--- config.mk ---
export PLATFORM = sky130hd
export DESIGN_NAME = csr_resp_unit_flat
export DESIGN_NICKNAME = d
export VERILOG_FILES = /design/src/rtl/csr_resp_unit_if.sv /design/src/rtl/csr_resp_unit.sv /design/src/flat_wrapper.sv
export SDC_FILE = /design/constraint.sdc
export NUM_CORES = 1
export LEC_CHECK = 0
export CORE_UTILIZATION = 61
export DETAILED_ROUTE_END_ITERATION = 6
export PLACE_DENSITY = 0.89
export REMOVE_ABC_BUFFERS = 1
export SYNTH_ARGS = -nofsm -noshare
export SYNTH_HDL_FRONTEND = slang
export SYNTH_SLANG_ARGS = --single-unit
--- constraint.sdc ---
create_clock -name clk -period 7.4 [get_ports clk]
set_clock_uncertainty 0.15 [all_clocks]
set_input_delay 1.48 -clock clk [delete_from_list [all_inputs] [get_ports clk]]
set_output_delay 1.48 -clock clk [all_outputs]
set_load 0.05 [all_outputs]
--- src/rtl/csr_resp_unit_if.sv ---
`default_nettype none
// ============================================================================
// Module   : csr_resp_unit_if
// Brief    : CSR read/write, trap/mret and redirect bundle of csr_resp_unit.
// Revision : 1.0
// ============================================================================
interface csr_resp_unit_if;
    logic        rd_en;
    logic [11:0] rd_addr;
    logic [31:0] rd_data;
    logic        rd_illegal;
    logic        wr_en;
    logic [11:0] wr_addr;
    logic [31:0] wr_data;
    logic        trap_req;
    logic [31:0] trap_pc;
    logic [5:0]  trap_cause;
    logic [31:0] trap_val;
    logic        ecall;
    logic        mret;
    logic        instret;
    logic        branch_valid;
    logic [31:0] branch_addr;
    logic        busy;

    modport master (
        output rd_en, rd_addr, wr_en, wr_addr, wr_data,
               trap_req, trap_pc, trap_cause, trap_val, ecall, mret, instret,
        input  rd_data, rd_illegal, branch_valid, branch_addr, busy
    );

    modport slave (
        input  rd_en, rd_addr, wr_en, wr_addr, wr_data,
               trap_req, trap_pc, trap_cause, trap_val, ecall, mret, instret,
        output rd_data, rd_illegal, branch_valid, branch_addr, busy
    );
endinterface
`default_nettype wire

--- src/rtl/csr_resp_unit.sv ---
`default_nettype none
// ============================================================================
// Module   : csr_resp_unit
// Brief    : RV32 M-mode CSR responder with counters, trap entry and mret.
//            Define CSR_VECTORED_EN to enable vectored mtvec mode.
// Revision : 1.0
// ============================================================================
module csr_resp_unit #(
    parameter logic [31:0] HART_ID     = 32'd0,
    parameter logic [31:0] MTVEC_RESET = 32'h0000_0000,
    parameter logic [31:0] MISA_VAL    = 32'h4000_0100
) (
    input  wire logic         clk,
    input  wire logic         rst_n,
    csr_resp_unit_if.slave    bus
);

    localparam logic [11:0] c_mstatus   = 12'h300;
    localparam logic [11:0] c_misa      = 12'h301;
    localparam logic [11:0] c_mie       = 12'h304;
    localparam logic [11:0] c_mtvec     = 12'h305;
    localparam logic [11:0] c_mscratch  = 12'h340;
    localparam logic [11:0] c_mepc      = 12'h341;
    localparam logic [11:0] c_mcause    = 12'h342;
    localparam logic [11:0] c_mtval     = 12'h343;
    localparam logic [11:0] c_mip       = 12'h344;
    localparam logic [11:0] c_mcycle    = 12'hB00;
    localparam logic [11:0] c_minstret  = 12'hB02;
    localparam logic [11:0] c_mcycleh   = 12'hB80;
    localparam logic [11:0] c_minstreth = 12'hB82;
    localparam logic [11:0] c_mhartid   = 12'hF14;

    typedef enum logic [1:0] {
        ST_IDLE = 2'd0,
        ST_TRAP = 2'd1,
        ST_MRET = 2'd2
    } state_t;

    state_t      r_state;
    state_t      w_state_nxt;

    logic        r_mie_bit;
    logic        r_mpie_bit;
    logic [31:0] r_mie;
    logic [29:0] r_mtvec_base;
    logic [1:0]  w_mtvec_mode;
    logic [31:0] r_mscratch;
    logic [31:0] r_mepc;
    logic [31:0] r_mcause;
    logic [31:0] r_mtval;
    logic [63:0] r_mcycle;
    logic [63:0] r_minstret;

    logic        w_take_trap;
    logic        w_take_mret;
    logic [31:0] w_trap_target;
    logic [31:0] w_mstatus;

    function automatic logic wr_hit(input logic en, input logic [11:0] a, input logic [11:0] c);
        return en && (a == c);
    endfunction

    // Trap sources outrank mret; nothing is accepted outside IDLE.
    assign w_take_trap = (r_state == ST_IDLE) && (bus.trap_req || bus.ecall);
    assign w_take_mret = (r_state == ST_IDLE) && !bus.trap_req && !bus.ecall && bus.mret;

    assign w_mstatus = {19'd0, 2'b11, 3'd0, r_mpie_bit, 3'd0, r_mie_bit, 3'd0};

    // ------------------------------------------------------------------------
    // mtvec: mode bits only exist in the vectored build
    // ------------------------------------------------------------------------
`ifdef CSR_VECTORED_EN
    logic [1:0] r_mtvec_mode;

    always_ff @(posedge clk or negedge rst_n) begin
        if (!rst_n) begin
            r_mtvec_mode <= MTVEC_RESET[1:0];
        end else if (wr_hit(bus.wr_en, bus.wr_addr, c_mtvec) && !bus.wr_data[1]) begin
            r_mtvec_mode <= bus.wr_data[1:0];
        end
    end

    assign w_mtvec_mode  = r_mtvec_mode;
    assign w_trap_target = (r_mtvec_mode == 2'b01 && r_mcause[31])
                         ? {r_mtvec_base, 2'b00} + {25'd0, r_mcause[4:0], 2'b00}
                         : {r_mtvec_base, 2'b00};
`else
    assign w_mtvec_mode  = 2'b00;
    assign w_trap_target = {r_mtvec_base, 2'b00};
`endif

    always_ff @(posedge clk or negedge rst_n) begin
        if (!rst_n) begin
            r_mtvec_base <= MTVEC_RESET[31:2];
            r_mie        <= 32'd0;
            r_mscratch   <= 32'd0;
        end else begin
            if (wr_hit(bus.wr_en, bus.wr_addr, c_mtvec))    r_mtvec_base <= bus.wr_data[31:2];
            if (wr_hit(bus.wr_en, bus.wr_addr, c_mie))      r_mie        <= bus.wr_data;
            if (wr_hit(bus.wr_en, bus.wr_addr, c_mscratch)) r_mscratch   <= bus.wr_data;
        end
    end

    // ------------------------------------------------------------------------
    // Trap-affected CSRs: trap/mret updates beat a same-edge software write
    // ------------------------------------------------------------------------
    always_ff @(posedge clk or negedge rst_n) begin
        if (!rst_n) begin
            r_mie_bit  <= 1'b0;
            r_mpie_bit <= 1'b0;
            r_mepc     <= 32'd0;
            r_mcause   <= 32'd0;
            r_mtval    <= 32'd0;
        end else if (w_take_trap) begin
            r_mpie_bit <= r_mie_bit;
            r_mie_bit  <= 1'b0;
            r_mepc     <= {bus.trap_pc[31:2], 2'b00};
            if (bus.trap_req) begin
                r_mcause <= {bus.trap_cause[5], 26'd0, bus.trap_cause[4:0]};
                r_mtval  <= bus.trap_val;
            end else begin
                r_mcause <= 32'd11;
                r_mtval  <= 32'd0;
            end
        end else if (w_take_mret) begin
            r_mie_bit  <= r_mpie_bit;
            r_mpie_bit <= 1'b1;
        end else begin
            if (wr_hit(bus.wr_en, bus.wr_addr, c_mstatus)) begin
                r_mie_bit  <= bus.wr_data[3];
                r_mpie_bit <= bus.wr_data[7];
            end
            if (wr_hit(bus.wr_en, bus.wr_addr, c_mepc))   r_mepc   <= {bus.wr_data[31:2], 2'b00};
            if (wr_hit(bus.wr_en, bus.wr_addr, c_mcause)) r_mcause <= bus.wr_data;
            if (wr_hit(bus.wr_en, bus.wr_addr, c_mtval))  r_mtval  <= bus.wr_data;
        end
    end

    // ------------------------------------------------------------------------
    // 64-bit counters; a software write to either half freezes that edge
    // ------------------------------------------------------------------------
    always_ff @(posedge clk or negedge rst_n) begin
        if (!rst_n) begin
            r_mcycle   <= 64'd0;
            r_minstret <= 64'd0;
        end else begin
            if (wr_hit(bus.wr_en, bus.wr_addr, c_mcycle))
                r_mcycle[31:0] <= bus.wr_data;
            else if (wr_hit(bus.wr_en, bus.wr_addr, c_mcycleh))
                r_mcycle[63:32] <= bus.wr_data;
            else
                r_mcycle <= r_mcycle + 64'd1;

            if (wr_hit(bus.wr_en, bus.wr_addr, c_minstret))
                r_minstret[31:0] <= bus.wr_data;
            else if (wr_hit(bus.wr_en, bus.wr_addr, c_minstreth))
                r_minstret[63:32] <= bus.wr_data;
            else if (bus.instret)
                r_minstret <= r_minstret + 64'd1;
        end
    end

    // ------------------------------------------------------------------------
    // Combinational read port
    // ------------------------------------------------------------------------
    always_comb begin
        logic w_hit;
        w_hit       = 1'b1;
        bus.rd_data = 32'd0;
        case (bus.rd_addr)
            c_mstatus:   bus.rd_data = w_mstatus;
            c_misa:      bus.rd_data = MISA_VAL;
            c_mie:       bus.rd_data = r_mie;
            c_mtvec:     bus.rd_data = {r_mtvec_base, w_mtvec_mode};
            c_mscratch:  bus.rd_data = r_mscratch;
            c_mepc:      bus.rd_data = r_mepc;
            c_mcause:    bus.rd_data = r_mcause;
            c_mtval:     bus.rd_data = r_mtval;
            c_mip:       bus.rd_data = 32'd0;
            c_mcycle:    bus.rd_data = r_mcycle[31:0];
            c_mcycleh:   bus.rd_data = r_mcycle[63:32];
            c_minstret:  bus.rd_data = r_minstret[31:0];
            c_minstreth: bus.rd_data = r_minstret[63:32];
            c_mhartid:   bus.rd_data = HART_ID;
            default:     w_hit       = 1'b0;
        endcase
        bus.rd_illegal = bus.rd_en && !w_hit;
    end

    // ------------------------------------------------------------------------
    // Sequencer
    // ------------------------------------------------------------------------
    always_ff @(posedge clk or negedge rst_n) begin
        if (!rst_n) r_state <= ST_IDLE;
        else        r_state <= w_state_nxt;
    end

    always_comb begin
        w_state_nxt      = r_state;
        bus.branch_valid = 1'b0;
        bus.branch_addr  = 32'd0;
        bus.busy         = 1'b0;
        case (r_state)
            ST_IDLE: begin
                if (w_take_trap)      w_state_nxt = ST_TRAP;
                else if (w_take_mret) w_state_nxt = ST_MRET;
            end
            ST_TRAP: begin
                bus.branch_valid = 1'b1;
                bus.branch_addr  = w_trap_target;
                bus.busy         = 1'b1;
                w_state_nxt      = ST_IDLE;
            end
            ST_MRET: begin
                bus.branch_valid = 1'b1;
                bus.branch_addr  = r_mepc;
                bus.busy         = 1'b1;
                w_state_nxt      = ST_IDLE;
            end
            default: w_state_nxt = ST_IDLE;
        endcase
    end

endmodule
`default_nettype wire

--- src/flat_wrapper.sv ---
// flat-port wrapper written by rule: the top's interface ports become plain ports
module csr_resp_unit_flat 
#(
    parameter logic [31:0] HART_ID     = 32'd0,
    parameter logic [31:0] MTVEC_RESET = 32'h0000_0000,
    parameter logic [31:0] MISA_VAL    = 32'h4000_0100
)
  (clk, rst_n, bus_rd_en, bus_rd_addr, bus_wr_en, bus_wr_addr, bus_wr_data, bus_trap_req, bus_trap_pc, bus_trap_cause, bus_trap_val, bus_ecall, bus_mret, bus_instret, bus_rd_data, bus_rd_illegal, bus_branch_valid, bus_branch_addr, bus_busy);
  csr_resp_unit_if bus_i ();
  input  wire logic clk;
  input  wire logic rst_n;
  input wire logic [$bits(bus_i.rd_en)-1:0] bus_rd_en;
  input wire logic [$bits(bus_i.rd_addr)-1:0] bus_rd_addr;
  input wire logic [$bits(bus_i.wr_en)-1:0] bus_wr_en;
  input wire logic [$bits(bus_i.wr_addr)-1:0] bus_wr_addr;
  input wire logic [$bits(bus_i.wr_data)-1:0] bus_wr_data;
  input wire logic [$bits(bus_i.trap_req)-1:0] bus_trap_req;
  input wire logic [$bits(bus_i.trap_pc)-1:0] bus_trap_pc;
  input wire logic [$bits(bus_i.trap_cause)-1:0] bus_trap_cause;
  input wire logic [$bits(bus_i.trap_val)-1:0] bus_trap_val;
  input wire logic [$bits(bus_i.ecall)-1:0] bus_ecall;
  input wire logic [$bits(bus_i.mret)-1:0] bus_mret;
  input wire logic [$bits(bus_i.instret)-1:0] bus_instret;
  output wire logic [$bits(bus_i.rd_data)-1:0] bus_rd_data;
  output wire logic [$bits(bus_i.rd_illegal)-1:0] bus_rd_illegal;
  output wire logic [$bits(bus_i.branch_valid)-1:0] bus_branch_valid;
  output wire logic [$bits(bus_i.branch_addr)-1:0] bus_branch_addr;
  output wire logic [$bits(bus_i.busy)-1:0] bus_busy;
  assign bus_i.rd_en = bus_rd_en;
  assign bus_i.rd_addr = bus_rd_addr;
  assign bus_i.wr_en = bus_wr_en;
  assign bus_i.wr_addr = bus_wr_addr;
  assign bus_i.wr_data = bus_wr_data;
  assign bus_i.trap_req = bus_trap_req;
  assign bus_i.trap_pc = bus_trap_pc;
  assign bus_i.trap_cause = bus_trap_cause;
  assign bus_i.trap_val = bus_trap_val;
  assign bus_i.ecall = bus_ecall;
  assign bus_i.mret = bus_mret;
  assign bus_i.instret = bus_instret;
  assign bus_rd_data = bus_i.rd_data;
  assign bus_rd_illegal = bus_i.rd_illegal;
  assign bus_branch_valid = bus_i.branch_valid;
  assign bus_branch_addr = bus_i.branch_addr;
  assign bus_busy = bus_i.busy;
  csr_resp_unit #(.HART_ID(HART_ID), .MTVEC_RESET(MTVEC_RESET), .MISA_VAL(MISA_VAL)) u_core (.clk(clk), .rst_n(rst_n), .bus(bus_i));
endmodule
# Word level (Yosys, flattened, before mapping)
# Cells that the tools add are included.
dict set report word_totals {
  register_bits 322
  inputBits 134
  output_inout_bits 67
}
dict set report classes {
  addsub 2
  n_eq_ne 31
  muxes 31
  bitwise_logic 1
  reduce_logical 34
}
# op n
set op_table {}
lappend op_table {{$mux 32} 17}
lappend op_table {{$pmux 32 s12} 1}
lappend op_table {{$eq 12x10->1 const B} 16}
lappend op_table {{$add 64x1->64 const B} 2}
lappend op_table {{$eq 12x12->1 const B} 9}
lappend op_table {{$mux 64} 1}
lappend op_table {{$pmux 32 s2} 1}
lappend op_table {{$logic_and 1x1->1} 16}
lappend op_table {{$reduce_or 14->1} 1}
lappend op_table {{$reduce_and 2->1} 5}
lappend op_table {{$reduce_bool 2->1} 5}
lappend op_table {{$mux 1} 8}
lappend op_table {{$mux 2} 3}
lappend op_table {{$ne 2x1->1 const B} 3}
lappend op_table {{$logic_not 1->1} 3}
lappend op_table {{$ne 3x1->1 const B} 1}
lappend op_table {{$reduce_bool 3->1} 1}
lappend op_table {{$eq 2x1->1 const B} 1}
lappend op_table {{$eq 2x2->1 const B} 1}
lappend op_table {{$logic_not 2->1} 1}
lappend op_table {{$reduce_or 2->1} 1}
lappend op_table {{$logic_or 1x1->1} 1}
lappend op_table {{$not 1->1} 1}

# Depth between registers and ports, before layout
dict set report logic_depth {
  depth_word 7
  ltp_mapped 10
  depth_no_buf 7
}

# Worst setup path after synthesis
# OpenSTA, ideal clock, no wires.
dict set report synth_path {
  kind {input-to-output}
  start {input bus_rd_addr[1]}
  end {output bus_rd_data[24]}
  arrival_ns 4.067
  required_ns 5.770
  setup_slack_ns 1.703
  cell_stages 7
  cell_sequence {clkbuf_1 -> nor2b_1 -> and2_1 -> clkbuf_1 -> buf_1 -> a222oi_1 -> o21ai_0}
}
dict set report synth_via {
  elab_chain_cells 2
  elab_cells_between_ends 13
  cone_classes {eq/ne (12); mux (1)}
}
# item line_no
set synth_rtl {}
lappend synth_rtl {{start, declared} flat_wrapper.sv:13} ;# input wire logic [$bits(bus_i.rd_addr)-1:0] bus_rd_addr;
lappend synth_rtl {{$eq 12x12->1 or $eq 12x10->1 (tied branches)} csr_resp_unit.sv:170} ;# case (bus.rd_addr)
lappend synth_rtl {{$pmux 32 s12 *} csr_resp_unit.sv:170}
lappend synth_rtl {{end, declared} flat_wrapper.sv:24} ;# output wire logic [$bits(bus_i.rd_data)-1:0] bus_rd_data;
# Mark *: on every way between the ends. The rest lies on a longest branch, timed or not.

# Worst setup path after layout
dict set report layout_path {
  start {input bus_rd_addr[2]}
  end {output bus_rd_data[15]}
}
# The elaborated chain is that of the path after synthesis.

==> metrics <==
outcome=complete, but fails checks; failing checks=design-rule violations; Layout area overhead=19.71%; FFs w/ async S/R, synth=100.0%; Mapped Cells=2058; total vias in the final route=19.32k; Skew-Pair Late Insertion Delay=0.53 ns; Initial Util=62.61%; Worst-Margin Slew=1.248 ns; layout cells sized above 1=12.22%; Core Rows=63; Die Y=177.3 um; DRT Pass-1 Iters=7; Residual DRC=16; VDD IR-drop max=0.3586 mV; Rel. slew slack=16.18%; critical-path cell list=clkdlybuf4s50_1 > nor2_1 > and2_1 > nand2_1 > o221ai_1 > clkdlybuf4s50_1; H-tree levels=2; worst-path fanout max=12; f_max=148.0 MHz; vias in the first global route=18.52k; Synth Area per Inst=9.113 um2; layout net count=2338; Synth Register Bits=320; Post-synth top cells=dfrtp_1 (320), nand2_1 (265), nor2_1 (209), a21oi_1 (113), clkbuf_1 (102); TritonCTS clock tree=built; Hold Crit Class=flip-flop to flip-flop; largest net degree at the start of global routing=151; Critical Path Start Type=input pin; DR WL/cell=28.97 um; clock period minus worst slack=6.757 ns; Primary FF master, synth=dfrtp_1; wirelength, routed=75880 um; Yosys warning count=0; IO Pins=201; Tcrit/Tclk final=91.31%; largest cells by area after synthesis=dfrtp_1 (43%), nand2_1 (5.3%), mux2_2 (4.6%); Fin. Hold Viols=0; Antenna Nets Post-Route=0; total power=5847 uW; clock sinks=320; antenna violations before repair=3; post-synth top area share=42.70%; Critical Path RT=5.77 ns; Critical Path Max Stage Delay=0.88 ns; sequential fraction of the synthesis area=42.70%; Max Slew Vio Count=0; die area=31450 um2; cell taking the most area after synthesis=dfrtp_1; dpl hpwl=51110 um; Hold WS=0.3314 ns; worst-case clock buffer depth=3; dpl cells=2549; leak pwr=0.009214 uW; clock slew at reported path FFs=0.06 ns; PwrDens=260.4 nW/um2; Post-CTS Setup Bufs=0; grt total ovfl=0; GR Util All Layers=48.20%; endpoints failing setup=0; routed vias/inst=7.377; most used cell, CP=clkdlybuf4s50_1; Setup CP Type=input pin to output pin; initial DRC count=3068; CP arrival=5.13 ns; Buffers on Ports=196; RSZ-0062 raised after global routing=no; number of synthesized flops with an enable pin=0; Mapped Area=18750 um2; GPL Wtd Cong=0.9925; first-pass GRT wire length=112300 um; Finished Layout Cells=2619; die width=177.3 um; synth unique cells=78; top-count cell post-synth=dfrtp_1; cts bufs inserted=38; CP max stage cell=clkdlybuf4s50_1; CTS resizes=0; Max-Cap Viols=0; core area=29950 um2; quantity of hold-fixing buffers added after cts=0; Worst Setup End Kind=output pin; CTS Root Cell=clkbuf_16
path summary, 6_finish.rpt:
check	start	endpoint	slack, ns	cells past startpoint
worst max-delay path	bus_rd_addr[2]	bus_rd_data[15]	0.64	6
worst min-delay path	u_core.r_mcause[15]	u_core.r_mcause[15]	0.33	2
worst max register to register	u_core.r_mcycle[9]	u_core.r_mcycle[34]	3.66	6
worst min register to register	u_core.r_mcause[15]	u_core.r_mcause[15]	0.33	2
max in group asynchronous	rst_n	u_core.r_mcause[4]	4.71	2
min in group asynchronous	rst_n	u_core.r_mtvec_base[6]	0.78	1
layout make-up:
| type | instances | area [um2] |
|---|---|---|
| timing repair buffer | 242 | 2320 |
| clock buffer | 50 | 1120 |
| multi-input combinational | 1584 | 10190 |
| antenna | 4 | 10.01 |
| fill | 2089 | 7502 |
| sequential | 320 | 8008 |
| clock inverter | 16 | 262.8 |
| tap | 390 | 488.0 |
| inverter | 13 | 48.80 |
cell usage in the layout (no fill, tap or decap), types with 7 or more instances in the layout:
cell type        netlist  final
o21ai_1               24     23
o21ai_0               77     77
mux2_2                76     76
a31oi_1               72     72
o22ai_1               21     21
nor3_1                34     33
o211ai_1              12     12
or4_1                  9      9
a22oi_1               72     72
a221o_1               16     16
nand2b_1               9      9
xor2_1                27     27
a221oi_1              26     26
nand4_1               58     58
clkdlybuf4s50_1        0    170
inv_1                 13     13
nor2b_1               35     34
or3_1                  8      8
xnor2_1               46     46
nand3_1               69     68
dfrtp_1              320    320
nand2_1              265    264
nor2_1               209    209
nor4_1                36     35
o221ai_1               7      7
and2_1                17     17
mux4_2                 7      7
bufinv_16              0      7
clkbuf_16              0     41
a41oi_1                9      9
buf_4                  5     63
mux2i_1               57     57
and3_1                37     37
o311ai_1               9      9
mux2_4                28     28
a21oi_1              113    112
and4_1                15     15
state kept, by name, summed over array words and instances, names as in the netlist, 30 cells and up:
signal,flops
u_core.r_mcause,32
u_core.r_mcycle,64
u_core.r_mepc,30
u_core.r_mie,32
u_core.r_minstret,64
u_core.r_mscratch,32
u_core.r_mtval,32
u_core.r_mtvec_base,30
worst max-delay path: cells and delay by family:
family | cells | cell delay, ns
simple gates | 3 | 1.62
buf+inv | 2 | 1.56
compound gates | 1 | 0.45
power breakdown:
group	internal (uW)	switching (uW)	leakage (uW)
Combinational	467	913	0.00454
Clock	1310	784	0.000675
Sequential	2070	304	0.00400
metrics by stage:
step	TNS (ns)	setup slack (ns)	util, %	cell area [um2]
final	0	0.6429	74.95	22450
after global routing	0	0.6330	74.92	22440
after CTS	0	0.8236	74.92	22440
after detailed placement	0	0.8516	70.30	21060
after global placement	0	0.9226	70.30	21060
after floorplan	-19.96	-0.6256	-	18160
per-layer routing:
metal	vias to the layer above	routed length, um	track usage (%)
li1	7924	-	-
met1	9293	28020	63.16
met2	1698	32870	72.61
met3	405	9525	12.17
met4	0	5468	27.88
met5	-	0	0
logic make-up (layout without fill, tap and decap cells):
kind of cell / after synthesis / after routing / share of synthesized area [%]
compound gates: 493 / 493 / 17.17
xor+xnor: 73 / 73 / 3.409
fa+ha+maj: 5 / 5 / 0.3336
buf+inv: 155 / 321 / 3.456
flops: 320 / 320 / 42.70
mux: 169 / 169 / 10.75
other cells: 1 / 6 / 0.02000
simple gates: 842 / 842 / 22.17
(Power assumes the default switching activity.)
